File: config.mk
export PLATFORM = sky130hd
export DESIGN_NAME = ifu_fetch
export DESIGN_NICKNAME = d
export VERILOG_FILES = /design/src/rtl/ifu_pkg.sv /design/src/rtl/ifu_fifo.sv /design/src/rtl/ifu_fetch.sv
export SDC_FILE = /design/constraint.sdc
export NUM_CORES = 1
export LEC_CHECK = 0
export ABC_CLOCK_PERIOD_IN_PS = 6900
export CORE_MARGIN = 4
export CORE_UTILIZATION = 30
export CTS_BUF_LIST = sky130_fd_sc_hd__clkbuf_2
export DETAILED_ROUTE_END_ITERATION = 16
export DONT_BUFFER_PORTS = 1
export HOLD_SLACK_MARGIN = 0.1
export PLACE_DENSITY_LB_ADDON = 0.05
export SYNTH_ARGS = -nofsm -noshare
export SYNTH_HDL_FRONTEND = slang
export SYNTH_SLANG_ARGS = --single-unit
File: constraint.sdc
create_clock -name clock -period 6.9 [get_ports clock]
set_input_delay 1.035 -clock clock [delete_from_list [all_inputs] [get_ports clock]]
set_output_delay 1.035 -clock clock [all_outputs]
set_load 0.02 [all_outputs]
File: src/rtl/ifu_pkg.sv
// Shared types and constants for the instruction fetch unit.
// Optional performance counters in ifu_fetch are enabled with IFU_PERF_CNT_EN.
package ifu_pkg;

    localparam logic [31:0] RESET_PC_DEFAULT = 32'h0000_0000;
    localparam logic [31:0] PC_STEP          = 32'd4;

    // One fetched instruction together with the byte PC it came from.
    typedef struct packed {
        logic [31:0] pc;
        logic [31:0] inst;
    } fetch_entry_t;

endpackage

File: src/rtl/ifu_fifo.sv
// Small circular buffer between the imem response and decode.
// The head is read straight from storage registers, so it stays stable while
// the consumer stalls. A flush empties the buffer in one cycle.
module ifu_fifo
    import ifu_pkg::*;
#(
    parameter int DEPTH = 2,
    localparam int PTR_W = (DEPTH > 1) ? $clog2(DEPTH) : 1,
    localparam int CNT_W = $clog2(DEPTH + 1)
) (
    input  logic               clock,
    input  logic               resetn,
    input  logic               flush_i,
    input  logic               push_i,
    input  fetch_entry_t       push_data_i,
    input  logic               pop_i,
    output fetch_entry_t       head_o,
    output logic [CNT_W-1:0]   count_o,
    output logic               full_o,
    output logic               empty_o
);

    fetch_entry_t            mem_q [DEPTH];
    logic [PTR_W-1:0]        rdPtr_q;
    logic [PTR_W-1:0]        wrPtr_q;
    logic [CNT_W-1:0]        count_q;

    // Pointers wrap at DEPTH, which need not be a power of two.
    function automatic logic [PTR_W-1:0] nextPtr(input logic [PTR_W-1:0] p);
        return (p == PTR_W'(DEPTH - 1)) ? '0 : p + 1'b1;
    endfunction

    // Storage, pointers and occupancy; flush beats any push or pop.
    always_ff @(posedge clock or negedge resetn) begin
        if (!resetn) begin
            for (int i = 0; i < DEPTH; i++) begin
                mem_q[i] <= '0;
            end
            rdPtr_q <= '0;
            wrPtr_q <= '0;
            count_q <= '0;
        end else if (flush_i) begin
            rdPtr_q <= '0;
            wrPtr_q <= '0;
            count_q <= '0;
        end else begin
            if (push_i) begin
                mem_q[wrPtr_q] <= push_data_i;
                wrPtr_q        <= nextPtr(wrPtr_q);
            end
            if (pop_i) begin
                rdPtr_q <= nextPtr(rdPtr_q);
            end
            count_q <= count_q + CNT_W'(push_i) - CNT_W'(pop_i);
        end
    end

    assign head_o  = mem_q[rdPtr_q];
    assign count_o = count_q;
    assign full_o  = (count_q == CNT_W'(DEPTH));
    assign empty_o = (count_q == '0);

endmodule

File: src/rtl/ifu_fetch.sv
// Instruction fetch stage: owns the PC, drives the synchronous imem, captures
// the response one cycle later and hands {pc, inst} to decode.
// A redirect flushes buffered and in-flight fetches and restarts at the target.
// Define IFU_PERF_CNT_EN to add the perf_fetched / perf_bubbles counters.
module ifu_fetch
    import ifu_pkg::*;
#(
    parameter logic [31:0] RESET_PC = RESET_PC_DEFAULT,
    parameter int          ADDR_W   = 16,
    parameter int          DEPTH    = 2
) (
    input  logic              clock,
    input  logic              resetn,
    output logic [ADDR_W-1:0] imem_address,
    output logic [31:0]       imem_data,
    output logic              imem_wren,
    input  logic [31:0]       imem_q,
    input  logic              redirect_valid,
    input  logic [31:0]       redirect_pc,
    output logic              inst_valid,
    input  logic              inst_ready,
    output logic [31:0]       inst,
    output logic [31:0]       inst_pc
`ifdef IFU_PERF_CNT_EN
    ,
    output logic [31:0]       perf_fetched,
    output logic [31:0]       perf_bubbles
`endif
);

    localparam int CNT_W = $clog2(DEPTH + 1);

    logic [31:0]      pc_q;
    logic [31:0]      pc_d;
    logic             inflight_q;
    logic [31:0]      inflightPc_q;

    logic             deq;
    logic             issue;
    logic             fifoPush;
    logic [31:0]      occupancy;
    logic [31:0]      redirectTarget;
    fetch_entry_t     fifoHead;
    fetch_entry_t     fifoIn;
    logic [CNT_W-1:0] fifoCount;
    logic             fifoFull;
    logic             fifoEmpty;

    assign redirectTarget = redirect_pc & 32'hFFFF_FFFC;

    // Decode may not take anything in the redirect cycle: the head is stale.
    assign inst_valid = !fifoEmpty && !redirect_valid;
    assign deq        = inst_valid && inst_ready;

    // Only fetch when the buffer is guaranteed a free slot for the response.
    assign occupancy  = 32'(fifoCount) + 32'(inflight_q) - 32'(deq);
    assign issue      = !redirect_valid && (occupancy < 32'(DEPTH));
    assign fifoPush   = inflight_q && !redirect_valid && (!fifoFull || deq);
    assign fifoIn     = '{pc: inflightPc_q, inst: imem_q};

    // Next PC: redirect target wins, otherwise advance on each issued fetch.
    always_comb begin
        pc_d = pc_q;
        if (redirect_valid) begin
            pc_d = redirectTarget;
        end else if (issue) begin
            pc_d = pc_q + PC_STEP;
        end
    end

    // PC and in-flight tracking for the one-cycle imem read.
    always_ff @(posedge clock or negedge resetn) begin
        if (!resetn) begin
            pc_q         <= RESET_PC;
            inflight_q   <= 1'b0;
            inflightPc_q <= '0;
        end else begin
            pc_q       <= pc_d;
            inflight_q <= issue;
            if (issue) begin
                inflightPc_q <= pc_q;
            end
        end
    end

    ifu_fifo #(
        .DEPTH(DEPTH)
    ) u_fifo (
        .clock       (clock),
        .resetn      (resetn),
        .flush_i     (redirect_valid),
        .push_i      (fifoPush),
        .push_data_i (fifoIn),
        .pop_i       (deq),
        .head_o      (fifoHead),
        .count_o     (fifoCount),
        .full_o      (fifoFull),
        .empty_o     (fifoEmpty)
    );

    assign imem_address = pc_q[ADDR_W+1:2];
    assign imem_data    = 32'h0;
    assign imem_wren    = 1'b0;
    assign inst         = fifoHead.inst;
    assign inst_pc      = fifoHead.pc;

`ifdef IFU_PERF_CNT_EN
    logic [31:0] perfFetched_q;
    logic [31:0] perfBubbles_q;

    // Saturating counters for accepted transfers and starved decode cycles.
    always_ff @(posedge clock or negedge resetn) begin
        if (!resetn) begin
            perfFetched_q <= '0;
            perfBubbles_q <= '0;
        end else begin
            if (deq && (perfFetched_q != 32'hFFFF_FFFF)) begin
                perfFetched_q <= perfFetched_q + 32'd1;
            end
            if (inst_ready && !inst_valid && (perfBubbles_q != 32'hFFFF_FFFF)) begin
                perfBubbles_q <= perfBubbles_q + 32'd1;
            end
        end
    end

    assign perf_fetched = perfFetched_q;
    assign perf_bubbles = perfBubbles_q;
`endif

endmodule

==> impl_results.md <==
* Core box area at 28,700 um2
* Dpl cell area at 8860 um2
* Logic gate share of total power at 40.3%
* CP Data Arrival Time at 4.35 ns
* CTS buffer count at 17
* CP endpoint kind: flip-flop
* Routability cong. at 0.699
* Pre-CTS WS at 2.56 ns
* Die Area at 31,900 um2
* Worst Hold Class: input port to async pin
* Total gr overflow at 0
* Gr usage total at 12.4%
* Post-route cell area at 9110 um2
* Initial antenna violation count at 3
* CTS clk-pin slew, worst paths at 0.32 ns
* Worst Max-Slew Pin Slew at 1.07 ns
* Reg2reg start: u_fifo.count_o[0]
* Worst IR Drop VDD at 0.159 mV
* PnR worst setup slack at 3.15 ns
* Sw Share at 39.7%
* Clock sink count at 189
* #FFs+latches synth at 189
* Crit Path Max Fanout at 25
* Die Ht at 178 um
* Synth top area share at 54.2%
* Postcts setup bufs at 0
* Pin count of the biggest net entering global routing at 190
* R2r setup slk at 3.15 ns
* # resized after CTS at 0
* Non-Filler Instances at 1,030
* Slew headroom at 28.6%
* Root Buffer: clkbuf_2
* DRT Pass-1 Iters at 4
* Placed Instances at 995
* RSZ-0062 raised after global routing: false
* Max-slew violation count at 0
* LEAKAGE at 0.00386 uW
* RR Endpoint: inflightPc_q[30]
* Final hold slack at 0.328 ns
* Rows at 62
* Commonest non-fill, non-tap cell in the layout: mux2_2
* # DRC at 0
* Fillers at 2,889
* Ys Warns at 0
* NetSw at 1650 uW
* Final hold vios at 0
* Yosys top cell by area: dfrtp_1
* Power per cell area at 456 nW/um2
* H-tree level count at 4
* Syn Area/Cell at 13.3 um2
* Syn Inst Count at 656
* Crit path required time at 7.51 ns
* Initial Util at 30.4%
* Flop pwr share at 46.8%
* Post-Route WL at 19,600 um
* Setup TNS at 0 ns
* Clock Latency Late Sink at 0.73 ns
* Final period util at 54.3%
* Final #Nets at 703
* CTS Hold Bufs at 1
* Fmax at 267 MHz
* Minimum clock period at 3.75 ns
* Type of the worst setup path: flip-flop to flip-flop
* I/O Pins at 182
* Cell Area, Synth at 8720 um2
* First-pass GRT wire length at 30,600 um
* Share of layout cells above drive strength 1 at 40.4%
* Vias in the first global route at 5,167
* Power share of the clock group at 12.9%
* Reg2Reg Depth at 10
* Die X at 178 um
* Detail Route Antenna Nets at 0
* Max_cap viols at 0
* Iteration-0 DRC Markers at 207
* Routed vias at 4,766
* Count of different cell masters after synthesis at 31
* DR WL/cell at 19.0 um
* Internal at 2510 uW
* Maximum clock insertion buffer count at 2
* Startpoint types: flip-flop
* Sequential share of the synthesized area at 54.2%
* Most frequent cells in the layout: mux2_2 (216), dfrtp_1 (188), nand2_1 (37)
* Setup Skew at 0.0531 ns
* Main area contributors after synthesis: dfrtp_1 (54%), mux2_2 (28%), buf_4 (4.4%)
* Area Overhead vs Synth at 4.52%
* Endpoints failing setup at 0
* CTS tree: built
* IO buf count at 0
* Outcome: finished clean
* Post-detail-place hpwl at 12,200 um
* DR vias/cell at 4.63
[worst max-delay path, cell delays in order, from the launching register on]
cell	delay (ns)
dfrtp_1	0.48
nor2_1	0.06
nor2_1	0.44
nand2_1	0.22
xnor2_1	0.18
and2_1	0.18
fa_1	0.40
xnor2_1	0.26
nor3_2	0.55
buf_4	0.48
mux2_2	0.38
[power groups by stage]
stage	registers, uW	logic (uW)	clock network (uW)
after detailed placement	1990	1690	0
final	1950	1670	536
after global placement	1950	1660	0
after floorplan	1790	1560	0
after CTS	1960	1720	582
after global routing	2030	1810	624
[metrics by stage]
| stage | total power (uW) | util (%) |
|---|---|---|
| 6_report | 4160 | 31.8 |
| 3_3_place_gp | 3610 | 30.9 |
| 4_1_cts | 4260 | 31.7 |
| 5_1_grt | 4470 | 31.8 |
| 2_1_floorplan | 3350 | - |
| 3_5_place_dp | 3670 | 30.9 |
[worst max-delay path by stage]
stage | from | endpoint | cells past startpoint
finish | u_fifo.count_o[0] | inflightPc_q[30] | 10
global placement | redirect_valid | inflightPc_q[26] | 9
global route | u_fifo.count_o[0] | inflightPc_q[30] | 10
floorplan | redirect_valid | pc_q[30] | 11
detailed placement | redirect_valid | inflightPc_q[15] | 9
CTS | u_fifo.count_o[0] | inflightPc_q[30] | 10
[cell families after synthesis]
group / count (synthesis) / synth area share, %
xor gates and xnor gates: 31 / 3.11
adders and majority gates: 4 / 0.660
other: 1 / 0.0430
buffers and inverters: 85 / 6.11
AOI/OAI and AO/OA: 34 / 2.21
muxes: 217 / 28.0
DFF: 189 / 54.2
and+or+nand+nor: 95 / 5.61
[state kept, by name (all words and copies together) (netlist names)]
name,count
pc_q,30
u_fifo.mem_q,124
u_fifo.rdPtr_q,1
u_fifo.count_o,2
inflight_q,1
u_fifo.wrPtr_q,1
inflightPc_q,30
[area by class of cell]
cell class,count,area [um2],area share (%)
flip-flops and latches,189,4730,51.9
multi-input cells,416,3600,39.5
well taps,384,480,5.27
clock inverters,14,133,1.46
clock buffers,18,90.1,0.988
repair buffers,6,65.1,0.714
diodes,2,5.00,0.0549
inverters,1,3.75,0.0412
[synth_stat cells (all sizes together)]
cell and n:
nand2 38, nand3b 2, nand3 14, fa 1, and4 4, nand2b 3
mux2 216, buf 69, nor2 8, nand4 7, nor4 4, mux2i 1
dfrtp 189, nor2b 1, o31ai 1, xnor2 7, and2 2, ha 3
conb 1, xor2 24, and3 9, nor3 2, o31a 4, inv 1
clkbuf 15, o21ai 29, or2 1
[per-layer routing]
layer  wire length, um  share of wire (%)  track usage [%]
met1              8200                 42             15.3
met2              9670                 49             20.5
met3              1520                7.7             4.96
met4               197                1.0             3.01
met5                13              0.066                0
No activity file was read; power rests on OpenSTA's default activity.
